$ cat src/rtl/ntt_ctrl_pkg.sv
// Shared types for the NTT butterfly sequencer: FSM states, mode encoding,
// and a helper giving the start-to-done cycle count of one transform.
package ntt_ctrl_pkg;

    typedef enum logic [1:0] {
        S_IDLE  = 2'd0,
        S_ISSUE = 2'd1,
        S_DRAIN = 2'd2,
        S_FIN   = 2'd3
    } state_t;

    localparam logic MODE_FWD = 1'b0;
    localparam logic MODE_INV = 1'b1;

    // Cycle (relative to the start cycle) on which done pulses.
    function automatic int ntt_total_cycles(int logn, int mem_lat, int btf_lat);
        return logn * ((1 << (logn - 1)) + mem_lat + btf_lat) + 1;
    endfunction

endpackage

$ cat src/rtl/ntt_btf_ctrl_if.sv
// Command + memory/twiddle/butterfly control bundle of the NTT sequencer.
// master = sequencer side, slave = host/datapath side.
interface ntt_btf_ctrl_if #(
    parameter int LOGN = 8
);
    logic            start;
    logic            mode;
    logic            busy;
    logic            done;
    logic            rd_en;
    logic [LOGN-1:0] rd_addr_a;
    logic [LOGN-1:0] rd_addr_b;
    logic [LOGN-1:0] w_addr;
    logic            w_inv;
    logic            btf_dif_dit;
    logic            btf_div_by_2;
    logic [1:0]      btf_opcode;
    logic            wr_en;
    logic [LOGN-1:0] wr_addr_a;
    logic [LOGN-1:0] wr_addr_b;

    modport master (
        input  start, mode,
        output busy, done, rd_en, rd_addr_a, rd_addr_b, w_addr, w_inv,
               btf_dif_dit, btf_div_by_2, btf_opcode, wr_en, wr_addr_a, wr_addr_b
    );

    modport slave (
        output start, mode,
        input  busy, done, rd_en, rd_addr_a, rd_addr_b, w_addr, w_inv,
               btf_dif_dit, btf_div_by_2, btf_opcode, wr_en, wr_addr_a, wr_addr_b
    );
endinterface

$ cat src/rtl/ntt_addr_gen.sv
// Butterfly address generator: (stage, index, mode) -> (a, b, twiddle address).
// Forward and inverse share one datapath: inverse is forward with the stage mirrored.
module ntt_addr_gen
    import ntt_ctrl_pkg::*;
#(
    parameter int LOGN = 8,
    parameter int SW   = 3,
    parameter int JW   = 7
) (
    input  logic [SW-1:0]   i_s,
    input  logic [JW-1:0]   i_j,
    input  logic            i_mode,
    output logic [LOGN-1:0] o_a,
    output logic [LOGN-1:0] o_b,
    output logic [LOGN-1:0] o_w
);
    logic [SW-1:0]   w_sh;
    logic [LOGN-1:0] w_j, w_len, w_g, w_k;

    // w_sh = log2(len): LOGN-1-s forward, s inverse
    assign w_sh  = (i_mode == MODE_INV) ? i_s : SW'(LOGN-1) - i_s;
    assign w_j   = LOGN'(i_j);
    assign w_len = LOGN'(1) << w_sh;
    assign w_g   = w_j >> w_sh;
    assign w_k   = w_j & (w_len - LOGN'(1));
    // k < len and bit w_sh of a is clear, so OR stands in for the adds
    assign o_a   = ((w_g << w_sh) << 1) | w_k;
    assign o_b   = o_a | w_len;
    assign o_w   = (LOGN'(1) << (SW'(LOGN-1) - w_sh)) + w_g;
endmodule

$ cat src/rtl/shiftreg.sv
// Fixed-depth delay line with asynchronous clear; output is input delayed DEPTH cycles.
module shiftreg #(
    parameter int W     = 1,
    parameter int DEPTH = 1
) (
    input  logic         clk,
    input  logic         rst_n,
    input  logic [W-1:0] i_d,
    output logic [W-1:0] o_q
);
    logic [DEPTH-1:0][W-1:0] r_pipe;

    always_ff @(posedge clk or negedge rst_n) begin
        if (!rst_n) begin
            r_pipe <= '0;
        end else begin
            r_pipe[0] <= i_d;
            for (int i = 1; i < DEPTH; i++) r_pipe[i] <= r_pipe[i-1];
        end
    end

    assign o_q = r_pipe[DEPTH-1];
endmodule

$ cat src/rtl/ntt_btf_ctrl.sv
// In-place NTT/INTT sequencer: issues N/2 butterflies per stage, then drains
// the memory+butterfly pipeline so the next stage never reads a stale coefficient.
module ntt_btf_ctrl
    import ntt_ctrl_pkg::*;
#(
    parameter int LOGN    = 8,
    parameter int MEM_LAT = 1,
    parameter int BTF_LAT = 4
) (
    input  logic          clk,
    input  logic          rst_n,
    ntt_btf_ctrl_if.master bus
);
    localparam int L  = MEM_LAT + BTF_LAT;
    localparam int SW = (LOGN > 1) ? $clog2(LOGN) : 1;
    localparam int JW = (LOGN > 1) ? LOGN - 1 : 1;
    localparam int DW = $clog2(L + 1);
    localparam logic [JW-1:0] J_LAST = '1;

    state_t          r_state, w_state_nxt;
    logic [SW-1:0]   r_s, w_s_nxt;
    logic [JW-1:0]   r_j, w_j_nxt;
    logic [DW-1:0]   r_cnt, w_cnt_nxt;
    logic            r_mode, w_mode_nxt;
    logic            w_issue;
    logic [LOGN-1:0] w_a, w_b, w_w, w_ra, w_rb;
    logic [1:0]      w_ctl;

    always_ff @(posedge clk or negedge rst_n) begin
        if (!rst_n) begin
            r_state <= S_IDLE;
            r_s     <= '0;
            r_j     <= '0;
            r_cnt   <= '0;
            r_mode  <= MODE_FWD;
        end else begin
            r_state <= w_state_nxt;
            r_s     <= w_s_nxt;
            r_j     <= w_j_nxt;
            r_cnt   <= w_cnt_nxt;
            r_mode  <= w_mode_nxt;
        end
    end

    always_comb begin
        w_state_nxt = r_state;
        w_s_nxt     = r_s;
        w_j_nxt     = r_j;
        w_cnt_nxt   = r_cnt;
        w_mode_nxt  = r_mode;
        case (r_state)
            S_IDLE: if (bus.start) begin
                w_mode_nxt  = bus.mode;
                w_s_nxt     = '0;
                w_j_nxt     = '0;
                w_state_nxt = S_ISSUE;
            end
            S_ISSUE: begin
                w_j_nxt = r_j + JW'(1);
                if (r_j == J_LAST) begin
                    w_cnt_nxt   = '0;
                    w_state_nxt = S_DRAIN;
                end
            end
            S_DRAIN: begin
                w_cnt_nxt = r_cnt + DW'(1);
                // last drain cycle is the stage's final write
                if (r_cnt == DW'(L-1)) begin
                    if (r_s == SW'(LOGN-1)) begin
                        w_state_nxt = S_FIN;
                    end else begin
                        w_s_nxt     = r_s + SW'(1);
                        w_j_nxt     = '0;
                        w_state_nxt = S_ISSUE;
                    end
                end
            end
            default: w_state_nxt = S_IDLE;
        endcase
    end

    ntt_addr_gen #(.LOGN(LOGN), .SW(SW), .JW(JW)) u_addr_gen (
        .i_s    (r_s),
        .i_j    (r_j),
        .i_mode (r_mode),
        .o_a    (w_a),
        .o_b    (w_b),
        .o_w    (w_w)
    );

    assign w_issue = (r_state == S_ISSUE);
    assign w_ra    = w_issue ? w_a : '0;
    assign w_rb    = w_issue ? w_b : '0;

    assign bus.rd_en      = w_issue;
    assign bus.rd_addr_a  = w_ra;
    assign bus.rd_addr_b  = w_rb;
    assign bus.w_addr     = w_issue ? w_w : '0;
    assign bus.w_inv      = r_mode;
    assign bus.busy       = (r_state == S_ISSUE) || (r_state == S_DRAIN);
    assign bus.done       = (r_state == S_FIN);
    assign bus.btf_opcode = 2'd0;

    // DIT for forward, DIF with halving for inverse; arrives with the operands
    shiftreg #(.W(2), .DEPTH(MEM_LAT)) u_ctl_dly (
        .clk   (clk),
        .rst_n (rst_n),
        .i_d   ({w_issue & (r_mode == MODE_FWD), w_issue & (r_mode == MODE_INV)}),
        .o_q   (w_ctl)
    );
    assign bus.btf_dif_dit  = w_ctl[1];
    assign bus.btf_div_by_2 = w_ctl[0];

    shiftreg #(.W(1 + 2*LOGN), .DEPTH(L)) u_wr_dly (
        .clk   (clk),
        .rst_n (rst_n),
        .i_d   ({w_issue, w_ra, w_rb}),
        .o_q   ({bus.wr_en, bus.wr_addr_a, bus.wr_addr_b})
    );
endmodule

$ cat src/flat_wrapper.sv
// flat-port wrapper written by rule: the top's interface ports become plain ports
module ntt_btf_ctrl_flat import ntt_ctrl_pkg::*;
#(
    parameter int LOGN    = 8,
    parameter int MEM_LAT = 1,
    parameter int BTF_LAT = 4
)
  (clk, rst_n, bus_start, bus_mode, bus_busy, bus_done, bus_rd_en, bus_rd_addr_a, bus_rd_addr_b, bus_w_addr, bus_w_inv, bus_btf_dif_dit, bus_btf_div_by_2, bus_btf_opcode, bus_wr_en, bus_wr_addr_a, bus_wr_addr_b);
  ntt_btf_ctrl_if #(.LOGN(LOGN)) bus_i ();
  input  logic clk;
  input  logic rst_n;
  input wire logic [$bits(bus_i.start)-1:0] bus_start;
  input wire logic [$bits(bus_i.mode)-1:0] bus_mode;
  output wire logic [$bits(bus_i.busy)-1:0] bus_busy;
  output wire logic [$bits(bus_i.done)-1:0] bus_done;
  output wire logic [$bits(bus_i.rd_en)-1:0] bus_rd_en;
  output wire logic [$bits(bus_i.rd_addr_a)-1:0] bus_rd_addr_a;
  output wire logic [$bits(bus_i.rd_addr_b)-1:0] bus_rd_addr_b;
  output wire logic [$bits(bus_i.w_addr)-1:0] bus_w_addr;
  output wire logic [$bits(bus_i.w_inv)-1:0] bus_w_inv;
  output wire logic [$bits(bus_i.btf_dif_dit)-1:0] bus_btf_dif_dit;
  output wire logic [$bits(bus_i.btf_div_by_2)-1:0] bus_btf_div_by_2;
  output wire logic [$bits(bus_i.btf_opcode)-1:0] bus_btf_opcode;
  output wire logic [$bits(bus_i.wr_en)-1:0] bus_wr_en;
  output wire logic [$bits(bus_i.wr_addr_a)-1:0] bus_wr_addr_a;
  output wire logic [$bits(bus_i.wr_addr_b)-1:0] bus_wr_addr_b;
  assign bus_i.start = bus_start;
  assign bus_i.mode = bus_mode;
  assign bus_busy = bus_i.busy;
  assign bus_done = bus_i.done;
  assign bus_rd_en = bus_i.rd_en;
  assign bus_rd_addr_a = bus_i.rd_addr_a;
  assign bus_rd_addr_b = bus_i.rd_addr_b;
  assign bus_w_addr = bus_i.w_addr;
  assign bus_w_inv = bus_i.w_inv;
  assign bus_btf_dif_dit = bus_i.btf_dif_dit;
  assign bus_btf_div_by_2 = bus_i.btf_div_by_2;
  assign bus_btf_opcode = bus_i.btf_opcode;
  assign bus_wr_en = bus_i.wr_en;
  assign bus_wr_addr_a = bus_i.wr_addr_a;
  assign bus_wr_addr_b = bus_i.wr_addr_b;
  ntt_btf_ctrl #(.LOGN(LOGN), .MEM_LAT(MEM_LAT), .BTF_LAT(BTF_LAT)) u_core (.clk(clk), .rst_n(rst_n), .bus(bus_i));
endmodule
$ cat config.mk
export PLATFORM = sky130hd
export DESIGN_NAME = ntt_btf_ctrl_flat
export DESIGN_NICKNAME = d
export VERILOG_FILES = /design/src/rtl/ntt_ctrl_pkg.sv /design/src/rtl/ntt_btf_ctrl_if.sv /design/src/rtl/ntt_addr_gen.sv /design/src/rtl/shiftreg.sv /design/src/rtl/ntt_btf_ctrl.sv /design/src/flat_wrapper.sv
export SDC_FILE = /design/constraint.sdc
export NUM_CORES = 1
export LEC_CHECK = 0
export CAP_MARGIN = 20
export CORE_MARGIN = 5
export CORE_UTILIZATION = 40
export CTS_CLUSTER_DIAMETER = 40
export DETAILED_ROUTE_END_ITERATION = 10
export SYNTH_ARGS = -nofsm -noshare
export SYNTH_HDL_FRONTEND = slang
export SYNTH_SLANG_ARGS = --single-unit
$ cat constraint.sdc
create_clock -name clk -period 3.6 [get_ports clk]
set_input_delay 0.54 -clock clk [delete_from_list [all_inputs] [get_ports clk]]
set_output_delay 0.54 -clock clk [all_outputs]
set_load 0.005 [all_outputs]
== Word level (Yosys, flattened, before mapping) ==
Index checks and enable logic that the tools add are counted.

* Bits in registers: 103
* Latch bits: 0
* Memory bits (writable): 0
* Bits in read-only memories: 0
* Word-level logic and storage cells: 67
* Memories kept: 0

* Add/subtract/negate cells: 7
* $mul: 0
* Divide/modulo/power cells: 0
* Order comparisons: 0
* Eq/ne operators: 10
* Shift-type cells: 4
* Multiplexer cells: 19
* Bitwise logic cells: 6
* Reduce and logical (&&, ||, !) cells: 10

{| class="wikitable"
|+ Operator list
! cell !! count
|-
| 8-bit two-way mux || 3
|-
| 7-bit two-way mux || 3
|-
| 7-bit case mux with 3 select lines || 1
|-
| 8-bit OR || 2
|-
| 1-bit by 3-bit left shift with 8-bit output, first input constant || 2
|-
| 3-bit two-way mux || 5
|-
| 3-bit case mux with 2 select lines || 2
|-
| 8-bit adder || 1
|-
| 7-bit by 8-bit bitwise AND with 8-bit output || 1
|-
| 2-bit two-way mux || 4
|-
| 4-bit AND reduction || 2
|-
| 8-bit by 3-bit left shift with 7-bit output || 1
|-
| 7-bit by 3-bit >> shifter with 8-bit output || 1
|-
| 8-bit by 1-bit subtractor with 8-bit output, second input constant || 1
|-
| 7-bit by 1-bit adder with 7-bit output, second input constant || 1
|-
| 7-bit == test, second input constant || 1
|-
| 3-bit by 1-bit adder with 3-bit output, second input constant || 2
|-
| 3-bit == test, second input constant || 2
|-
| 2-bit != test, second input constant || 3
|-
| 2-bit case mux with 3 select lines || 1
|-
| 3-bit subtractor, first input constant || 2
|-
| 2-bit == test, second input constant || 2
|-
| 2-bit AND reduction || 2
|-
| 2-bit nonzero test || 2
|-
| other kinds (8) || 9
|}

== Depth between registers and ports, before layout ==
Gate-level depths: netlist of the first run.

* Depth in word-level cells: 8
* Mapped depth: 15
* Gate-level depth less buffers: 12

== By module ==
From an unflattened synthesis of the first run, not the netlist that was laid out.

* Cells, all modules: 465
* Area, all modules: 5011.1 sq um

{| class="wikitable"
|+ Modules (own cells, without submodules)
! module !! instances !! cells each !! area each (sq um) !! sequential area each (sq um)
|-
| shiftreg (u_core.u_wr_dly) || 1 || 102 || 2254.7 || 2127.0
|-
| ntt_addr_gen || 1 || 233 || 1567.8 || 0.0
|-
| ntt_btf_ctrl || 1 || 128 || 1138.6 || 400.4
|-
| shiftreg (u_core.u_ctl_dly) || 1 || 2 || 50.0 || 50.0
|}

== Worst setup path before layout of the first run ==
No wires, ideal clock.

* Kind: register to output
* Start point: reg u_core.r_mode (netlist: u_core.bus.w_inv)
* End point: out bus_w_addr[7]
* Arrival time: 2.887 ns
* Required time: 3.060 ns
* Setup slack: 0.173 ns
* Cell stages (with the launch flop): 15
* Buffers on the path: 3
* Cells stage by stage: dfrtp_1 > buf_6 > buf_6 > buf_2 > nor3_1 > o21ai_0 > o221ai_2 > nand2_1 > ha_1 > a21o_1 > a21oi_1 > o21bai_1 > a2111oi_0 > o21ai_0 > a21oi_1

* Cells in the longest elaborated chain, start to end: 5

{| class="wikitable"
|+ RTL lines
! element !! line !! RTL
|-
| from (decl) || ntt_btf_ctrl.sv:24 || <nowiki>logic r_mode, w_mode_nxt;</nowiki>
|-
| from (signal assigned) || ntt_btf_ctrl.sv:41 || <nowiki>r_mode <= w_mode_nxt;</nowiki>
|-
| 3-bit two-way mux * || ntt_addr_gen.sv:21 || <nowiki>assign w_sh = (i_mode == MODE_INV) ? i_s : SW'(LOGN-1) - i_s;</nowiki>
|-
| 3-bit subtractor || ntt_addr_gen.sv:29 || <nowiki>assign o_w = (LOGN'(1) << (SW'(LOGN-1) - w_sh)) + w_g;</nowiki>
|-
| 1-bit by 3-bit left shift with 8-bit output || ntt_addr_gen.sv:29 ||
|-
| 8-bit adder * || ntt_addr_gen.sv:29 ||
|-
| 8-bit two-way mux * || ntt_btf_ctrl.sv:98 || <nowiki>assign bus.w_addr = w_issue ? w_w : '0;</nowiki>
|-
| to (decl) || flat_wrapper.sv:19 || <nowiki>output wire logic [$bits(bus_i.w_addr)-1:0] bus_w_addr;</nowiki>
|}

Every way passes the cells marked *; elsewhere a longest branch is shown, timed or not.

== Final worst setup path of the first run ==
* Start point: reg u_core.r_s[0]
* End point: out bus_w_addr[7]

* Cells in the longest elaborated chain, start to end: 6

{| class="wikitable"
|+ RTL lines
! element !! line !! RTL
|-
| from (decl) || ntt_btf_ctrl.sv:21 || <nowiki>logic [SW-1:0] r_s, w_s_nxt;</nowiki>
|-
| from (signal assigned) || ntt_btf_ctrl.sv:38 || <nowiki>r_s <= w_s_nxt;</nowiki>
|-
| 3-bit subtractor || ntt_addr_gen.sv:21 ||
|-
| 3-bit two-way mux * || ntt_addr_gen.sv:21 ||
|-
| 3-bit subtractor || ntt_addr_gen.sv:29 ||
|-
| 1-bit by 3-bit left shift with 8-bit output || ntt_addr_gen.sv:29 ||
|-
| 8-bit adder * || ntt_addr_gen.sv:29 ||
|-
| 8-bit two-way mux * || ntt_btf_ctrl.sv:98 ||
|}

Marked as above.

==> run summary, run 1 <==
GRT Total Usage: 0.168
Fin crit share: 1.04
Largest net degree at the start of global routing: 104
Min setup slack post-route: -147 ps
Data arrival, critical path: 3210 ps
Max clock buf depth: 2
Number of port buffers: 50
Relative slew slack: 0.629
Seq cells post-synth: 103
Initial antenna violation count: 0
Synth Area in Simple Gates: 0.120
CTS sink cnt: 103
Crit Path Category: flip-flop to output pin
CTS H-Tree Depth: 3
Synth Area in XOR/XNOR: 0.0188
Reg-to-reg startpoint: u_core.r_s[0]
Final setup viols: 3
# Max-Cap Violations: 0
Worst path slowest cell: dfrtp_2
Max VDD drop: 0.000249 V
Via count: 3664
Row cnt: 39
Crit path capture: bus_w_addr[7]
Status: complete, but fails checks
Register area share after synthesis: 0.546
Initial Util: 0.410
Yosys cell types: 64
Post-synth top area cell: dfrtp_1
Top cells by count, synth: dfrtp_1 (103), nand2_1 (34), a21oi_1 (27), o21ai_0 (27), nor2_1 (25)
Skew final: 9.20 ps
Mean Syn Cell Area: 11.0 sq um
Layout Nets: 593
Min cycle time layout: 3750 ps
Post-Synth Adder-Cell Area: 0.0493
Vias in the first global route: 3757
CP most frequent cell: a21oi_2
Worst Setup End Kind: output pin
Worst R2R End: u_core.r_j[4]
Chain of cells forming the critical path: buf_12, buf_8, buf_6, mux2i_2, o32a_1, nand2_2, ha_1, a21o_1, a21oi_2, o21bai_2, a2111oi_4, or3_1, a21oi_2, buf_2
Worst-Margin Slew: 550 ps
RSZ-0062 raised after global routing: true
Synth area leaders: dfrtp_1 (55%), ha_1 (4.5%), a21oi_1 (2.9%)
Critical path depth: 14
IO Pins: 53
Antenna Nets Post-Route: 0
Cells after synthesis: 428
DR vias/cell: 5.10
R2r setup slk: 1030 ps
Die Ht: 119 microns
Hold buffer count at cts: 0
Post-synth EDFFs: 0
Global-route wire length before repair: 18900 microns
WHS: 249 ps
Layout cell share with drive strength beyond 1: 0.347
R2R cell count: 10
GP Congestion: 0.899
Grt total ovfl: 0
Final wirelength: 11500 microns
Core box area: 0.0115 sq mm
Drt first-iter violations: 258
CP Data Required Time: 3060 ps
Post-synth top flop: dfrtp_1
CTS tree: done
Post-synth ARST share: 1.00
Chip width: 119 microns
Slowest Stage Delay on Critical Path: 450 ps
Failing checks: negative setup slack
Fillers: 961
Most numerous cell in the Yosys netlist: dfrtp_1
First-pass DRT Iterations: 5
Bufs and invs on worst path: 4
Multiplexer share of the synthesized area: 0.0241
Slew Viols, Final: 0
Hold Crit Class: primary input to asynchronous set/reset pin
Die ar.: 0.0141 sq mm
DP Wirelength: 8470 microns
Synth Warn #: 0
Worst skew pair latency: 340 ps
Fmax achieved: 267 MHz
Leakage: 2.99 nW
DR WL/cell: 16.0 microns
Diodes inserted: 0
Startpoint Class: flip-flop
Root buffer cell: clkbuf_16
Crit-path leading delay family: compound AO/OA/AOI/OAI gates
CP Max Fanout: 6
Cell Pwr Density: 324 mW/mm^2
Hold Vio Cnt, Final: 0
CTS Buf Count: 9
Top cell type's share of synthesized area: 0.546
Post-synthesis compound-gate area fraction: 0.167
Mapped cell area: 0.00472 sq mm
Pre-CTS WS: -579 ps
Largest family of logic cells by synthesized area: compound AO/OA/AOI/OAI gates
Area delta synth->final: 40.0%
Crit path from: u_core.r_s[0]
Worst-path clk slew: 70 ps
DRC viols: 0
## worst min-delay path by stage
stage,end,slack (ps),cells past startpoint
global route,u_core.u_wr_dly.o_q[9],290,2
CTS,u_core.u_wr_dly.o_q[9],280,2
detailed placement,u_core.u_wr_dly.o_q[15],330,0
global placement,u_core.u_wr_dly.r_pipe[54],330,0
floorplan,u_core.bus.w_inv,240,0
finish,u_core.u_wr_dly.o_q[9],250,2
## layer usage
layer,vias to the layer above,wire length (microns),track usage
li1,1749,-,-
met1,1806,5130,0.214
met2,87,5700,0.277
met3,22,476,0.0401
met4,0,204,0.0637
met5,-,0,0
## kinds of logic after synthesis
family | count (synthesis)
buffers and inverters | 61
adder cells (fa/ha/maj) | 18
multiplexers | 10
AND/OR/NAND/NOR | 115
XOR/XNOR | 8
flip-flops | 103
AO/OA/AOI/OAI | 112
other | 1
## sequential cells by signal (all words and copies together) (netlist names)
signal	cells
u_core.u_ctl_dly.o_q	2
u_core.u_wr_dly.o_q	17
u_core.r_j	7
u_core.bus.w_inv	1
u_core.u_wr_dly.r_pipe	68
u_core.r_state	2
u_core.r_s	3
u_core.r_cnt	3
## report_power, final
group / leakage [nW] / total, mW / internal, mW / switching [mW]
clock: 0.145 / 0.958 / 0.547 / 0.412
sequential: 1.18 / 1.16 / 1.16 / 0
combinational: 1.66 / 0.0267 / 0.00487 / 0.0218
total: 2.99 / 2.14 / 1.71 / 0.433
## stage by stage
step | instance area [sq um] | instances | power, mW | util | setup TNS [ps]
2_1_floorplan | 4730 | 429 | 1.18 | - | 0
3_3_place_gp | 5870 | 676 | 1.21 | 0.510 | -990
3_5_place_dp | 5870 | 676 | 1.21 | 0.510 | -1160
4_1_cts | 6460 | 713 | 2.17 | 0.561 | -440
5_1_grt | 6610 | 719 | 2.23 | 0.574 | -897
6_report | 6610 | 719 | 2.14 | 0.574 | -418
## layout by cell type (no fill, tap or decap), types with 4 or more instances in the layout
| cell type | synthesis | final |
|---|---|---|
| dfrtp_1 | 103 | 100 |
| o21a_1 | 6 | 6 |
| dlygate4sd2_1 | 0 | 9 |
| o211ai_1 | 4 | 4 |
| nand2b_1 | 13 | 12 |
| nor2_1 | 25 | 23 |
| ha_1 | 17 | 15 |
| clkbuf_16 | 0 | 9 |
| a21oi_2 | 1 | 12 |
| nand2_1 | 34 | 32 |
| a21oi_1 | 27 | 16 |
| buf_6 | 6 | 12 |
| o21ai_0 | 27 | 24 |
| nand3b_1 | 4 | 4 |
| inv_1 | 20 | 19 |
| o21bai_1 | 5 | 4 |
| and2_1 | 6 | 5 |
| clkdlybuf4s50_1 | 0 | 34 |
| mux2i_1 | 8 | 5 |
| buf_4 | 18 | 108 |
| nand3_1 | 10 | 10 |
## final cells by class
| type | instances | area (sq um) | area share |
|---|---|---|---|
| well taps | 143 | 179 | 0.0271 |
| flip-flops and latches | 103 | 2580 | 0.390 |
| clock buffers | 11 | 233 | 0.0352 |
| clock inverters | 5 | 65.1 | 0.00984 |
| inverters | 20 | 75.1 | 0.0114 |
| multi-input cells | 265 | 2020 | 0.305 |
| repair buffers | 172 | 1460 | 0.221 |
## repair_timing
action                                  4_1_cts  5_1_grt
resized for setup                            68       29
endpoints found under the setup margin       16       12
buffers inserted                             22        6
pin swaps                                    38       28
## worst register-to-register path: stages (launching register included)
cell,delay [ps]
dfrtp_2,450
buf_4,150
buf_4,130
ha_1,210
ha_1,200
nand3b_1,160
a21oi_1,390
nor2b_1,380
nand2_1,160
nor3_1,150
o21bai_1,120
(Power assumes the default switching activity.)
==> run 2: changes to the inputs <==
--- a/config.mk
+++ b/config.mk
@@ -8,6 +8,7 @@
 export CAP_MARGIN = 20
 export CORE_MARGIN = 5
 export CORE_UTILIZATION = 40
+export CTS_BUF_LIST = sky130_fd_sc_hd__clkbuf_16
 export CTS_CLUSTER_DIAMETER = 40
 export DETAILED_ROUTE_END_ITERATION = 10
 export SYNTH_ARGS = -nofsm -noshare
==> run 2 against run 1 <==
The run still ends with negative setup slack left. Global-route usage did not move. Wire length barely moved. Sequential share of layout area did not move. Worst hold slack barely moved. Worst setup slack improved by 0.89 ps. Power fell by 0.30%. Fmax barely moved. Critical path type unchanged. Largest cell class unchanged. Largest power group unchanged.
==> run summary, run 2 (synthesis gave the netlist of run 1 again) <==
Status: complete, but fails checks
Failing checks: negative setup slack
Cell Pwr Density: 323 mW/mm^2
Root buffer cell: clkbuf_16
Net switching power: 433 uW
Initial Util: 0.410
P_int: 1.70 mW
Max clock buf depth: 2
Fin crit share: 1.04
Register share of total power: 0.542
Worst Setup End Kind: output pin
GRT Total Usage: 0.168
IO Pins: 53
Hold Vio Cnt, Final: 0
R2R cell count: 10
Placed cells: 676
Fillers: 961
Commonest non-fill, non-tap cell in the layout: buf_4
CTS H-Tree Depth: 3
Cell area after placement: 0.00587 sq mm
Final wirelength: 11500 microns
CTS sink cnt: 103
Data arrival, critical path: 3210 ps
Min cycle time layout: 3750 ps
CP Data Required Time: 3060 ps
Commonest cells after routing, fill and taps aside: buf_4 (108), dfrtp_1 (100), clkdlybuf4s50_1 (34)
Design area: 0.00661 sq mm
CTS tree: done
Slew Viols, Final: 0
Min setup slack post-route: -146 ps
Row cnt: 39
Post-layout util: 0.574
DP Wirelength: 8470 microns
Largest register FFs: 68
Switching power share of the total: 0.203
Chip width: 119 microns
DR WL/cell: 16.0 microns
Setup TNS: -416 ps
Hold Crit Class: primary input to asynchronous set/reset pin
Combinational Power Share: 0.012
Number of port buffers: 50
Skew final: 9.21 ps
Largest Register: u_core.u_wr_dly.r_pipe
CP Max Fanout: 6
Vias in the first global route: 3757
Hold buffer count at cts: 0
Layout cell share with drive strength beyond 1: 0.347
GP Congestion: 0.899
Final Power: 2.14 mW
Layout Nets: 593
Leakage: 3.00 nW
Via count: 3664
Antenna Nets Post-Route: 0
Diodes inserted: 0
Fmax achieved: 267 MHz
Worst skew pair latency: 340 ps
DRC viols: 0
WHS: 249 ps
Initial antenna violation count: 0
Die Ht: 119 microns
Area delta synth->final: 40.0%
Grt total ovfl: 0
Pre-CTS WS: -579 ps
RSZ-0062 raised after global routing: true
Worst-Margin Slew: 550 ps
CTS Buf Count: 9
Startpoint Class: flip-flop
Largest net degree at the start of global routing: 104
First-pass DRT Iterations: 5
Fin cells: 719
Global-route wire length before repair: 18900 microns
Max VDD drop: 0.000249 V
Relative slew slack: 0.629
Die ar.: 0.0141 sq mm
DR vias/cell: 5.10
Final setup viols: 3
Drt first-iter violations: 258
Worst-path clk slew: 70 ps
Crit Path Category: flip-flop to output pin
# Max-Cap Violations: 0
Clock share of power: 0.446
Core box area: 0.0115 sq mm
## run 2: layout make-up
class                   instances  area (sq um)  share of cell area
well taps                     143           179              0.0271
inverters                      20          75.1              0.0114
clock buffers                   9           225              0.0341
clock inverters                 7          72.6              0.0110
repair buffers                172          1460               0.221
flip-flops and latches        103          2580               0.390
multi-input cells             265          2020               0.305
## run 2: worst max-delay path: stages (launching register included)
cell and delay (ps):
dfrtp_2 450, buf_12 150, buf_8 120, buf_6 120, mux2i_2 150, o32a_1 360, nand2_2 100, ha_1 230
a21o_1 170, a21oi_2 180, o21bai_2 110, a2111oi_4 370, or3_1 180, a21oi_2 50, buf_2 120
## run 2: final timing paths
path / slack (ps) / to / from
worst max-delay path: -150 / bus_w_addr[7] / u_core.r_s[0]
worst min-delay path: 250 / u_core.u_wr_dly.o_q[9] / rst_n
worst max register to register: 1030 / u_core.r_j[4] / u_core.r_s[0]
worst min register to register: 350 / u_core.u_wr_dly.r_pipe[63] / u_core.u_wr_dly.r_pipe[46]
max in group asynchronous: 2950 / u_core.u_wr_dly.r_pipe[64] / rst_n
min in group clk: 350 / u_core.u_wr_dly.r_pipe[63] / u_core.u_wr_dly.r_pipe[46]
## run 2: repair_timing
action,in CTS,in global routing
setup buffers,22,6
setup endpoints to repair,16,12
pin swaps,38,28
gates resized for setup,68,29
## run 2: routing by layer
metal | vias to the layer above | routed length [microns] | track usage
met4 | 0 | 204 | 0.0637
met2 | 85 | 5700 | 0.277
li1 | 1749 | - | -
met3 | 22 | 475 | 0.0401
met5 | - | 0 | 0
met1 | 1808 | 5130 | 0.214
## run 2: power groups by stage
stage | registers, mW | logic, mW | clock network (mW)
3_5_place_dp | 1.18 | 0.0285 | 0
4_1_cts | 1.16 | 0.0287 | 0.981
2_1_floorplan | 1.18 | 0.00204 | 0
5_1_grt | 1.16 | 0.0325 | 1.03
3_3_place_gp | 1.18 | 0.0281 | 0
6_report | 1.16 | 0.0267 | 0.952
==> run 3: changes to the inputs <==
--- a/config.mk
+++ b/config.mk
@@ -11,6 +11,7 @@
 export CTS_BUF_LIST = sky130_fd_sc_hd__clkbuf_16
 export CTS_CLUSTER_DIAMETER = 40
 export DETAILED_ROUTE_END_ITERATION = 10
+export MAX_ROUTING_LAYER = met4
 export SYNTH_ARGS = -nofsm -noshare
 export SYNTH_HDL_FRONTEND = slang
 export SYNTH_SLANG_ARGS = --single-unit
==> run 3 against run 2 <==
Clock skew shrank 3.0 ps. The flow still finishes with violations (negative setup slack). Fmax shrank 3.1%. Critical path type unchanged. Largest cell class unchanged. Largest power group unchanged. Cell area shrank 1.1%. Non-clock buffer count shrank 2.
==> run summary, run 3 (synthesis gave the netlist of run 1 again) <==
Status: complete, but fails checks
Failing checks: negative setup slack
Global-route wire length before repair: 19800 microns
Drt first-iter violations: 319
GRT Total Usage: 0.181
Startpoint Class: flip-flop
Largest register FFs: 68
Die ar.: 0.0141 sq mm
Initial antenna violation count: 0
Reg-to-reg startpoint: u_core.r_s[0]
Number of port buffers: 50
Initial Util: 0.410
Row cnt: 39
Area delta synth->final: 38.4%
Largest net degree at the start of global routing: 104
DP Wirelength: 8590 microns
Core box area: 0.0115 sq mm
Die Ht: 119 microns
Diodes inserted: 0
GP Congestion: 0.911
First-pass DRT Iterations: 4
Commonest cells after routing, fill and taps aside: buf_4 (113), dfrtp_1 (100), nand2_1 (33)
Max VDD drop: 0.000208 V
Final wirelength: 11900 microns
Skew final: 6.22 ps
CP Data Required Time: 3060 ps
Data arrival, critical path: 3330 ps
CTS tree: done
Min cycle time layout: 3870 ps
Fmax achieved: 259 MHz
Layout cell share with drive strength beyond 1: 0.337
Root buffer cell: clkbuf_16
Fin crit share: 1.07
Fillers: 998
DRC viols: 0
Via count: 3626
Fin cells: 716
CTS H-Tree Depth: 3
DR vias/cell: 5.06
Hold buffer count at cts: 0
CTS Buf Count: 9
Largest Register: u_core.u_wr_dly.r_pipe
Worst-Margin Slew: 661 ps
Worst skew pair latency: 340 ps
DR WL/cell: 16.6 microns
Relative slew slack: 0.555
Final setup viols: 4
Max clock buf depth: 2
Grt total ovfl: 0
Chip width: 119 microns
RSZ-0062 raised after global routing: true
Cell Pwr Density: 325 mW/mm^2
Worst Setup End Kind: output pin
Min setup slack post-route: -266 ps
Crit Path Category: flip-flop to output pin
IO Pins: 53
Worst-path clk slew: 70 ps
Slew Viols, Final: 0
Commonest non-fill, non-tap cell in the layout: buf_4
CTS sink cnt: 103
Setup TNS: -706 ps
Antenna Nets Post-Route: 0
# Max-Cap Violations: 0
Placed cells: 679
Vias in the first global route: 3773
Layout Nets: 591
Crit path from: u_core.r_s[0]
WHS: 242 ps
Leakage: 2.96 nW
CP Max Fanout: 6
Hold Vio Cnt, Final: 0
Hold Crit Class: primary input to asynchronous set/reset pin
run 3: final timing paths:
check	endpoint	slack, ps	cells after the start
hold reg to reg	u_core.u_wr_dly.r_pipe[51]	350	0
setup / recovery	bus_w_addr[6]	-270	16
max in group asynchronous	u_core.bus.w_inv	2960	2
setup reg to reg	u_core.u_wr_dly.r_pipe[15]	960	11
hold / removal	u_core.u_wr_dly.r_pipe[50]	240	2
min in group clk	u_core.u_wr_dly.r_pipe[51]	350	0
run 3: routing by layer:
| metal | GRT usage | vias up | part of all wire |
|---|---|---|---|
| met4 | 0.0565 | 0 | 0.019 |
| met5 | - | - | 0 |
| met2 | 0.287 | 89 | 0.49 |
| met1 | 0.238 | 1769 | 0.45 |
| met3 | 0.0344 | 15 | 0.044 |
| li1 | - | 1753 | - |
run 3: final cells by class:
cell class / count / area, sq um / share of cell area
clock inverter: 6 / 61.3 / 0.00938
inverter: 20 / 75.1 / 0.0115
clock buffer: 9 / 225 / 0.0344
tap: 143 / 179 / 0.0274
multi-input combinational: 265 / 1970 / 0.302
timing repair buffer: 170 / 1440 / 0.220
sequential: 103 / 2580 / 0.395
run 3: timing repair:
| action | in CTS | in global routing |
|---|---|---|
| resized for setup | 56 | 36 |
| setup endpoints to repair | 16 | 17 |
| gates cloned | 1 | 0 |
| buffers inserted | 16 | 7 |
| pin swaps | 27 | 27 |
run 3: power by group:
part	internal, mW	total, mW	switching, mW
combinational	0.00486	0.0266	0.0217
clock	0.532	0.939	0.407
sequential	1.16	1.16	0
total	1.69	2.12	0.429
run 3: per-stage QoR:
stage               cell area, sq um  setup slack (ps)  utilization  power [mW]
floorplan                       4730               173            -        1.18
global placement                5900              -461        0.513        1.21
detailed placement              5900              -549        0.513        1.21
CTS                             6440              -262        0.559        2.16
global route                    6540              -416        0.568        2.21
finish                          6540              -266        0.568        2.12
run 3: worst max-delay path, stage by stage, from the launching register on:
cell	delay, ps
dfrtp_2	440
buf_12	150
buf_8	120
mux2i_2	190
a21oi_2	100
o221ai_2	240
o21ai_2	110
ha_2	210
buf_6	110
fa_2	340
a21o_1	180
a21oi_2	150
o21bai_1	100
a21oi_2	160
xor2_1	170
nor2_1	70
buf_2	120
